$ cat src/rtl/cordic_seq_if.sv
// Request/result handshake bundle for the sequential CORDIC wrapper.
// Valid/ready: a transfer happens on a rising clock edge where valid and ready are both high;
// the producer holds its payload stable from valid rising until that edge.
interface cordic_seq_if #(
  parameter int W = 16
);
  logic           in_valid;
  logic           in_ready;
  logic [W-1:0]   in_theta;
  logic           in_sign;
  logic [1:0]     in_quad;
  logic           out_valid;
  logic           out_ready;
  logic [W+1:0]   out_cos;
  logic [W+1:0]   out_sin;

  modport master (
    output in_valid, in_theta, in_sign, in_quad, out_ready,
    input  in_ready, out_valid, out_cos, out_sin
  );

  modport slave (
    input  in_valid, in_theta, in_sign, in_quad, out_ready,
    output in_ready, out_valid, out_cos, out_sin
  );
endinterface

$ cat src/rtl/cordic_seq.sv
// Sequencer around an iterative CORDIC core: latches a request, loads and runs the core
// for ITERS cycles, then presents the quadrant-corrected result until it is taken.
module cordic_seq #(
  parameter int W     = 16,
  parameter int ITERS = 15
) (
  input  logic          clock,
  input  logic          reset,
  cordic_seq_if.slave   bus,
  output logic          core_rst,
  output logic [W-1:0]  core_theta,
  output logic          core_sign,
  input  logic [W:0]    core_cos,
  input  logic [W:0]    core_sin,
  output logic          busy,
  output logic [1:0]    state_dbg
);
  typedef enum logic [1:0] {IDLE, LAUNCH, RUN, DONE} state_t;

  state_t        state, state_nx;
  logic [3:0]    cnt;
  logic [W-1:0]  theta_q;
  logic          sign_q;
  logic [1:0]    quad_q;
  logic [W+1:0]  cos_q, sin_q;
  logic [W+1:0]  c_ext, s_ext, fix_cos, fix_sin;
  logic          accept, last_iter;

  assign accept    = (state == IDLE) && bus.in_valid && !reset;
  assign last_iter = (cnt == 4'(ITERS - 1));

  always_comb begin
    state_nx = state;
    case (state)
      IDLE:    if (accept) state_nx = LAUNCH;
      LAUNCH:  state_nx = RUN;
      RUN:     if (last_iter) state_nx = DONE;
      DONE:    if (bus.out_ready) state_nx = IDLE;
      default: state_nx = IDLE;
    endcase
  end

  // Widen before negating so -(-2^W) still fits.
  always_comb begin
    c_ext   = {core_cos[W], core_cos};
    s_ext   = {core_sin[W], core_sin};
    fix_cos = c_ext;
    fix_sin = s_ext;
    case (quad_q)
      2'd1: begin fix_cos = -s_ext; fix_sin = c_ext;  end
      2'd2: begin fix_cos = -c_ext; fix_sin = -s_ext; end
      2'd3: begin fix_cos = s_ext;  fix_sin = -c_ext; end
      default: ;
    endcase
  end

  always_ff @(posedge clock) begin
    if (reset) begin
      state   <= IDLE;
      cnt     <= 4'd0;
      theta_q <= '0;
      sign_q  <= 1'b0;
      quad_q  <= 2'd0;
      cos_q   <= '0;
      sin_q   <= '0;
    end else begin
      state <= state_nx;
      if (accept) begin
        theta_q <= bus.in_theta;
        sign_q  <= bus.in_sign;
        quad_q  <= bus.in_quad;
      end
      if (state == LAUNCH) cnt <= 4'd0;
      else if (state == RUN) cnt <= cnt + 4'd1;
      if (state == RUN && last_iter) begin
        cos_q <= fix_cos;
        sin_q <= fix_sin;
      end
    end
  end

  // Handshake outputs are gated by reset so nothing is offered or accepted during it.
  assign bus.in_ready  = (state == IDLE) && !reset;
  assign bus.out_valid = (state == DONE) && !reset;
  assign bus.out_cos   = cos_q;
  assign bus.out_sin   = sin_q;
  assign busy          = (state != IDLE) && !reset;
  assign core_rst      = reset || (state == IDLE) || (state == LAUNCH);
  assign core_theta    = theta_q;
  assign core_sign     = sign_q;
  assign state_dbg     = state;
endmodule

$ cat src/flat_wrapper.sv
// flat-port wrapper written by rule: the top's interface ports become plain ports
module cordic_seq_flat 
#(
  parameter int W     = 16,
  parameter int ITERS = 15
)
  (clock, reset, core_rst, core_theta, core_sign, core_cos, core_sin, busy, state_dbg, bus_in_valid, bus_in_theta, bus_in_sign, bus_in_quad, bus_out_ready, bus_in_ready, bus_out_valid, bus_out_cos, bus_out_sin);
  cordic_seq_if #(.W(W)) bus_i ();
  input  logic clock;
  input  logic reset;
  output logic core_rst;
  output logic [W-1:0] core_theta;
  output logic core_sign;
  input  logic [W:0] core_cos;
  input  logic [W:0] core_sin;
  output logic busy;
  output logic [1:0] state_dbg;
  input wire logic [$bits(bus_i.in_valid)-1:0] bus_in_valid;
  input wire logic [$bits(bus_i.in_theta)-1:0] bus_in_theta;
  input wire logic [$bits(bus_i.in_sign)-1:0] bus_in_sign;
  input wire logic [$bits(bus_i.in_quad)-1:0] bus_in_quad;
  input wire logic [$bits(bus_i.out_ready)-1:0] bus_out_ready;
  output wire logic [$bits(bus_i.in_ready)-1:0] bus_in_ready;
  output wire logic [$bits(bus_i.out_valid)-1:0] bus_out_valid;
  output wire logic [$bits(bus_i.out_cos)-1:0] bus_out_cos;
  output wire logic [$bits(bus_i.out_sin)-1:0] bus_out_sin;
  assign bus_i.in_valid = bus_in_valid;
  assign bus_i.in_theta = bus_in_theta;
  assign bus_i.in_sign = bus_in_sign;
  assign bus_i.in_quad = bus_in_quad;
  assign bus_i.out_ready = bus_out_ready;
  assign bus_in_ready = bus_i.in_ready;
  assign bus_out_valid = bus_i.out_valid;
  assign bus_out_cos = bus_i.out_cos;
  assign bus_out_sin = bus_i.out_sin;
  cordic_seq #(.W(W), .ITERS(ITERS)) u_core (.clock(clock), .reset(reset), .bus(bus_i), .core_rst(core_rst), .core_theta(core_theta), .core_sign(core_sign), .core_cos(core_cos), .core_sin(core_sin), .busy(busy), .state_dbg(state_dbg));
endmodule
$ cat config.mk
export PLATFORM = sky130hd
export DESIGN_NAME = cordic_seq_flat
export DESIGN_NICKNAME = d
export VERILOG_FILES = /design/src/rtl/cordic_seq_if.sv /design/src/rtl/cordic_seq.sv /design/src/flat_wrapper.sv
export SDC_FILE = /design/constraint.sdc
export NUM_CORES = 1
export LEC_CHECK = 0
export BUFFER_PORTS_ARGS = -buffer_cell sky130_fd_sc_hd__buf_2
export CAP_MARGIN = 20
export CORE_UTILIZATION = 45
export DETAILED_ROUTE_END_ITERATION = 6
export PLACE_DENSITY = 0.7
export SYNTH_ARGS = -nofsm -noshare
export SYNTH_HDL_FRONTEND = slang
export SYNTH_SLANG_ARGS = --single-unit
$ cat constraint.sdc
create_clock -name clock -period 5.8 [get_ports clock]
set_input_delay 0.58 -clock clock [delete_from_list [all_inputs] [get_ports clock]]
set_output_delay 0.58 -clock clock [all_outputs]
set_load 0.01 [all_outputs]
## Word-level counts from Yosys, hierarchy flattened

Cells that the tools add are included.

- Bits in registers: 61
- Output and inout port bits: 59
- Word-level logic and storage cells: 39

- Add/sub/neg operators: 3
- Eq/ne operators: 10
- Muxes and demuxes: 6
- Reductions and logical operators: 13

Operators with widths:

| kind | number |
|---|---|
| one-hot mux 18 bit (3 select lines) | 2 |
| negation 18 bit | 2 |
| == test 2 bit (second input constant) | 4 |
| one-hot mux 2 bit (4 select lines) | 1 |
| logical AND 1 bit | 6 |
| two-way mux 2 bit | 3 |
| adder 4 x 1 -> 4 bit (second input constant) | 1 |
| == test 2 x 1 -> 1 bit (second input constant) | 2 |
| == test 4 bit (second input constant) | 1 |
| != test 2 x 1 -> 1 bit (second input constant) | 2 |
| AND reduction 3 bit | 1 |
| logical NOT 2 bit | 1 |
| logical OR 1 bit | 2 |
| != test 2 bit (second input constant) | 1 |
| nonzero test 2 bit | 1 |
| OR reduction 2 bit | 1 |
| logical NOT 1 bit | 1 |

## Logic depth before layout (Yosys ltp)

Gate-level depths: netlist of the first run.

- Word-level depth: 5
- Depth in mapped cells: 9
- Gate-level depth less buffers: 7

## Worst setup path before layout of the first run

OpenSTA, ideal clock, no wires.

- Path kind: input to register
- Start: input core_cos[0]
- End: register u_core.cos_q[4], in the netlist u_core.bus.out_cos[4]
- Setup time: 132 ps
- Arrival: 2070 ps
- Required time: 5668 ps
- Slack: 3598 ps
- Stages: 8
- Buffers on the path: 1
- Cells stage by stage: inv_1 > ha_1 > clkbuf_1 > nor3b_1 > nor2_1 > mux4_2 > o21ai_0 > a21oi_1

- Cells in the longest elaborated chain, start to end: 2

Ends and longest elaborated chain:

| item | line | RTL |
|---|---|---|
| start, declared | flat_wrapper.sv:14 | `input logic [W:0] core_cos;` |
| negation 18 bit | cordic_seq.sv:51 | `2'd2: begin fix_cos = -c_ext; fix_sin = -s_ext; end` |
| one-hot mux 18 bit (3 select lines) | cordic_seq.sv:49 | `case (quad_q)` |
| end signal, assigned | cordic_seq.sv:76 | `cos_q <= fix_cos;` |
| end, declared | cordic_seq.sv:25 | `logic [W+1:0] cos_q, sin_q;` |

No other way between the ends.
A chain may end at the register's enable or synchronous reset.

## Final worst setup path of the first run

- Start: input core_sin[0]
- End: register u_core.sin_q[16], in the netlist u_core.bus.out_sin[16]

- Cells in the longest elaborated chain, start to end: 2

Ends and longest elaborated chain:

| item | line | RTL |
|---|---|---|
| start, declared | flat_wrapper.sv:15 | `input logic [W:0] core_sin;` |
| negation 18 bit | cordic_seq.sv:51 |  |
| one-hot mux 18 bit (3 select lines) | cordic_seq.sv:49 |  |
| end signal, assigned | cordic_seq.sv:77 | `sin_q <= fix_sin;` |
| end, declared | cordic_seq.sv:25 |  |

No other way between the ends.

==> summary.txt, run 1 <==
Flow run
  – Max Cap Violations: 0

Floorplanning
  – Die Ht: 98.8 um
  – Starting density of the core: 47.4%
  – Num rows: 34
  – I/O pin total: 116
  – Core Box Area: between 8000 and 9000 um^2
  – Die width: 98.8 um
  – Area of the die: slightly below 10,000 um^2

Synth
  – Syn_area_per_cell: 7.74 um^2
  – Synthesized area: 4220 um^2
  – Post-Syn Nets: 611
  – EDFF count, synth: 0
  – Share of flip-flops with an asynchronous set or reset: 0%
  – Cells after Synth: between 500 and 600
  – Post-synthesis sequential area ratio: 29.0%
  – Yosys cell types: 68
  – Ys Warns: 0
  – Seq cells post-synth: slightly above 60
  – Most used DFF post-synth: dfxtp_1

Routing
  – DRT antenna net count: 0
  – Mean number of vias per cell: 6.15
  – Final wirelength: 13.1 mm
  – DRT iter0 DRCs: 259
  – Routed len/inst: between 15 and 20 um
  – First drt pass iteration count: 5
  – DRC: 0
  – Via count: 4,564

Critical path
  – WS Path Type: primary input to flip-flop
  – Startpoint Class: primary input
  – Worst path required time: 6.01 ns
  – Crit path max fanout: 13
  – Crit Reg-Reg Startpoint: u_core.state_dbg[0]
  – Crit path arrival time: 2.70 ns
  – Critical Path End Type: flip-flop
  – R2r endpoint: u_core.bus.out_cos[13]
  – CP startpoint: core_sin[0]
  – R2R Setup Slk: 3.39 ns
  – R2R depth: 8

Clock network
  – Skew-Pair Late Insertion Delay: 0.36 ns
  – Hold_buf cts: 0
  – Clock root cell: clkbuf_8
  – Setup Buffers After CTS: 0
  – H-tree levels: 3
  – Clock tree sinks: 61
  – Post-cts sizing count: 0
  – CTS tree: built
  – Total CTS buffers: 9
  – Clk slew on worst S/H paths: 0.08 ns
  – CTS max path bufs: 2

Final layout
  – Most frequent cells in the layout: buf_2 (115), nand2_1 (84), dfxtp_1 (60)
  – Synthesis-to-finish area growth: 18.5%
  – Layout Nets: 695
  – Post-layout util: 56.2%
  – Share of post-route cells with drive strength above 1: ~25%
  – Commonest non-fill, non-tap cell in the layout: buf_2
  – Filler Cell Count: 876
  – ANT cells: 0

Placement
  – Detail Placement HPWL: 9.04 mm
  – Input/output buffers: between 100 and 150
  – Routability cong.: 0.936

GRT
  – Grt ovf: 0
  – Largest net degree at the start of global routing: 71
  – GRT Total Usage: 27.2%
  – Number of antenna violations at the first check in global routing: 0
  – Number of global-route vias before repair: about 4,200
  – First-pass GRT wire length: 21.0 mm

Timing
  – Least-Margin Pin Slew: approximately 0.78 ns
  – Final-report hold violation count: 0
  – Setup Viol. Count Final: 0
  – Max-slew violation count: 0
  – Layout Skew: 0.0105 ns
  – Fin crit period: 2.48 ns
  – RSZ-0062 raised after global routing: no
  – Max transition margin: approximately half
  – Peak Freq: 403 MHz
  – Period utilization: 42.8%
  – Setup TNS: 0 ns

Min path
  – Cells on Worst Hold Path: 3
  – Hold endpoint: u_core.core_theta[2]
  – Worst hold path type: primary input to flip-flop
  – Min-delay src: bus_in_theta[2]

Pwr
  – Leakage: 2.03 nW
  – Maximum VDD drop: 0.139 mV
  – Pwr Density: 272 nW/um^2

Run status
  – Run status: completed
-- cell usage after synthesis (8+ instances only) --
master    count  share of area, %
nand4_1       8               1.2
nor2_1       52               4.6
o221ai_1      8               1.7
dfxtp_1      61                29
nor3_1       20               2.4
a21oi_1      27               3.2
a211oi_1     11               2.0
nand3b_1     19               3.4
mux2i_1       9               2.1
nand3_1      15               1.8
a31oi_1       9               1.3
clkbuf_1     34               3.0
o21ai_0      33               3.9
inv_1        13               1.2
xor2_1       10               2.1
nand2_1      84               7.5
ha_1          9               2.7
-- cells by family (layout without fill, tap and decap cells) --
| family | Yosys count | count (layout) | share of synthesized area [%] |
|---|---|---|---|
| AOI/OAI and AO/OA | 134 | 134 | 21.9 |
| xor gates and xnor gates | 16 | 16 | 3.32 |
| adders and majority gates | 9 | 9 | 2.67 |
| buffers and inverters | 62 | 151 | 5.87 |
| DFF | 61 | 61 | 29.0 |
| muxes | 20 | 20 | 7.39 |
| and+or+nand+nor | 243 | 243 | 29.9 |
-- layout make-up --
type	count	area, um^2	area share [%]
clock buffers	9	124	2.48
clock inverters	7	97.6	1.95
inverters	15	56.3	1.13
multi-input cells	422	2750	55.0
flip-flops and latches	61	1220	24.4
well taps	108	135	2.70
repair buffers	120	613	12.3
-- worst max-delay path by stage --
stage	slack (ns)	depth (start not counted)	end
3_3_place_gp	3.12	8	u_core.bus.out_sin[16]
6_report	3.32	8	u_core.bus.out_sin[16]
3_5_place_dp	3.03	8	u_core.bus.out_sin[16]
2_1_floorplan	3.60	8	u_core.bus.out_cos[4]
5_1_grt	3.12	8	u_core.bus.out_cos[13]
4_1_cts	3.39	8	u_core.bus.out_sin[16]
-- registers in the layout, summed over array words and instances, names as in the netlist --
signal and flops:
u_core.bus.out_cos 18, u_core.bus.out_sin 18, u_core.core_theta 16, u_core.cnt 4
u_core.quad_q 2, u_core.state_dbg 2, u_core.core_sign 1
-- layer usage --
layer  vias to the layer above  track usage (%)  share of wire (%)
li1                       2174                -                  -
met1                      2163             34.8                 43
met2                       192             44.4                 47
met3                        35             4.89                6.3
met4                         0             13.0                3.1
met5                         -                0                  0
-- stage by stage --
stage / instances / total power [mW] / cell area (um^2) / hold slack (ns) / setup slack, ns
6_report: 742 / 1.36 / 5000 / 0.399 / 3.32
5_1_grt: 742 / 1.44 / 5000 / 0.410 / 3.12
4_1_cts: 742 / 1.36 / 5000 / 0.398 / 3.39
3_5_place_dp: 726 / 0.925 / 4780 / 0.442 / 3.03
3_3_place_gp: 726 / 0.913 / 4780 / 0.433 / 3.12
2_1_floorplan: 545 / 0.793 / 4220 / 0.476 / 3.60
-- power by group --
group | switching (mW) | total, mW | internal (mW)
sequential | 0.0227 | 0.478 | 0.455
clock | 0.196 | 0.440 | 0.244
combinational | 0.278 | 0.443 | 0.165
-- worst max-delay path: stages --
cell and delay, ns:
buf_2 0.15, inv_1 0.07, ha_1 0.39, nor3b_1 0.55
nand2_1 0.20, or4_1 0.56, nand3_1 0.11, a311oi_1 0.08
No activity file was read; power rests on OpenSTA's default activity.
==> run 2: changes to the inputs <==
Clock period 5.8 ns to 2.3 ns, I/O delays scaled along.
==> summary.txt, run 2 (synthesis gave the netlist of run 1 again) <==
Run status
  – Run status: completed

GRT
  – GRT Total Usage: 26.5% (-0.70 points)
  – First-pass GRT wire length: 20.5 mm (-2.6%)
  – Grt ovf: 0 (unchanged)
  – Number of global-route vias before repair: 4,089 (-2.5%)
  – Number of antenna violations at the first check in global routing: 0 (unchanged)
  – Largest net degree at the start of global routing: 70 (-1.4%)

Timing
  – Setup Viol. Count Final: 0 (unchanged)
  – RSZ-0062 raised after global routing: no
  – Max transition margin: 57.6% (+9.3 points)
  – Least-Margin Pin Slew: 0.634 ns (-0.142 ns)
  – Peak Freq: roughly 500 MHz
  – Setup TNS: 0 ns (unchanged)
  – Layout Skew: 0.0132 ns (+0.00278 ns)
  – Fin crit period: 1.97 ns
  – Final-report hold violation count: 0 (unchanged)
  – Max-slew violation count: 0 (unchanged)
  – Period utilization: between 80% and 90%

Clock network
  – H-tree levels: 3 (unchanged)
  – Clock tree sinks: 61 (unchanged)
  – Setup Buffers After CTS: 0 (unchanged)
  – Post-cts sizing count: 0 (unchanged)
  – CTS tree: built
  – Clock root cell: clkbuf_8
  – CTS max path bufs: 2 (unchanged)
  – Clk slew on worst S/H paths: 0.08 ns (about the same)
  – Skew-Pair Late Insertion Delay: 0.34 ns (-0.02 ns)
  – Total CTS buffers: 9 (unchanged)
  – Hold_buf cts: 0 (unchanged)

Critical path
  – Worst path required time: 2.58 ns (-3.43 ns)
  – R2R Setup Slk: 0.33 ns (-3.06 ns)
  – Startpoint Class: flip-flop
  – Crit path arrival time: 2.25 ns (-0.45 ns)
  – Crit-path slowest cell: nor2_2
  – WS Path Type: flip-flop to flip-flop
  – Critical Path End Type: flip-flop
  – R2R depth: 7 (-1)
  – CP Cell Sequence: inv_1 -> ha_1 -> nand4_1 -> nor2_2 -> o21ai_0 -> a31oi_1 -> a32o_1
  – CP max stage delay: 0.41 ns (-0.15 ns)
  – R2r endpoint: u_core.bus.out_cos[13]
  – Crit path max fanout: 10 (-3)
  – Crit Reg-Reg Startpoint: u_core.state_dbg[0]

Final layout
  – ANT cells: 0 (unchanged)
  – Synthesis-to-finish area growth: 21.2%
  – Commonest non-fill, non-tap cell in the layout: buf_2
  – Most frequent cells in the layout: buf_2 (115), nand2_1 (84), dfxtp_1 (60)
  – Layout Nets: 707 (+1.7%)
  – Share of post-route cells with drive strength above 1: 26.8% (+1.4 points)
  – Fin area: 5110 um^2 (+2.2%)

Floorplanning
  – Starting density of the core: 47.4% (unchanged)
  – Die width: 98.8 um (unchanged)
  – Core Box Area: 8890 um^2 (unchanged)
  – Num rows: 34 (unchanged)
  – Area of the die: 9760 um^2 (unchanged)
  – I/O pin total: 116 (unchanged)
  – Die Ht: 98.8 um (unchanged)

Routing
  – Final wirelength: 13.1 mm (-0.15%)
  – DRC: 0 (unchanged)
  – DRT iter0 DRCs: 314 (+21%)
  – First drt pass iteration count: 5 (unchanged)
  – Via count: 4,513 (-1.1%)
  – Routed len/inst: 17.4 um (-1.6%)
  – Mean number of vias per cell: 5.99 (-2.6%)
  – DRT antenna net count: 0 (unchanged)

Pwr
  – Maximum VDD drop: 0.399 mV (+190%)
  – Leakage: 2.10 nW (+3.5%)
  – Pwr Density: 663 nW/um^2 (+140%)

Min path
  – Cells on Worst Hold Path: 3 (unchanged)
  – Worst hold path type: primary input to flip-flop
  – Min-delay src: bus_in_theta[6]
  – Hold endpoint: u_core.core_theta[6]

Placement
  – Input/output buffers: 115 (unchanged)
  – Detail Placement HPWL: 9.54 mm (+5.5%)
  – Routability cong.: 0.943 (+0.73%)
  – Placed cell area: 4890 um^2 (+2.4%)

Flow run
  – Max Cap Violations: 0 (unchanged)
run 2: report_power, final:
group	internal, mW	switching [mW]	total, mW
clock	0.584	0.439	1.02
sequential	1.15	0.0615	1.21
combinational	0.449	0.706	1.15
run 2: layer usage:
layer,track usage [%],share of wire (%),wire (um),vias to the layer above
li1,-,-,-,2200
met1,33.4,44,5750,2117
met2,45.7,49,6370,174
met3,4.61,5.1,673,22
met4,9.07,2.1,274,0
met5,0,0,0,-
run 2: cell type report:
class / instances / area, um^2
well taps: 108 / 135
inverters: 15 / 56.3
fillers: 869 / 3780
clock inverters: 3 / 43.8
multi-input cells: 422 / 2760
flip-flops and latches: 61 / 1220
clock buffers: 12 / 165
repair buffers: 132 / 728
run 2: stage by stage:
step / hold slack [ns] / power [mW] / util, % / std cells / setup slack, ns
detailed placement: 0.417 / 2.38 / 55.0 / 738 / 0.157
floorplan: 0.329 / 2.00 / - / 545 / 0.296
global route: 0.0659 / 3.58 / 57.5 / 753 / 0.131
CTS: 0.0570 / 3.40 / 57.4 / 753 / 0.144
finish: 0.0722 / 3.39 / 57.5 / 753 / 0.328
global placement: 0.414 / 2.35 / 55.0 / 738 / 0.218
run 2: critical path: cells and delay by family, from the launching register on:
kind	cells	cell delay, ns
compound gates	3	0.49
simple gates	2	0.63
buf+inv	1	0.11
fa+ha+maj	1	0.34
flops	1	0.35
run 2: worst max-delay path by stage:
stage,endpoint,startpoint,cells after the start,slack (ns)
floorplan,u_core.bus.out_sin[12],u_core.state_dbg[0],8,0.30
global placement,u_core.bus.out_cos[13],u_core.state_dbg[0],7,0.22
detailed placement,u_core.bus.out_cos[13],u_core.state_dbg[0],7,0.16
CTS,u_core.bus.out_cos[13],u_core.state_dbg[0],7,0.14
global route,u_core.bus.out_sin[6],u_core.state_dbg[0],8,0.13
finish,u_core.bus.out_cos[13],u_core.state_dbg[0],7,0.33
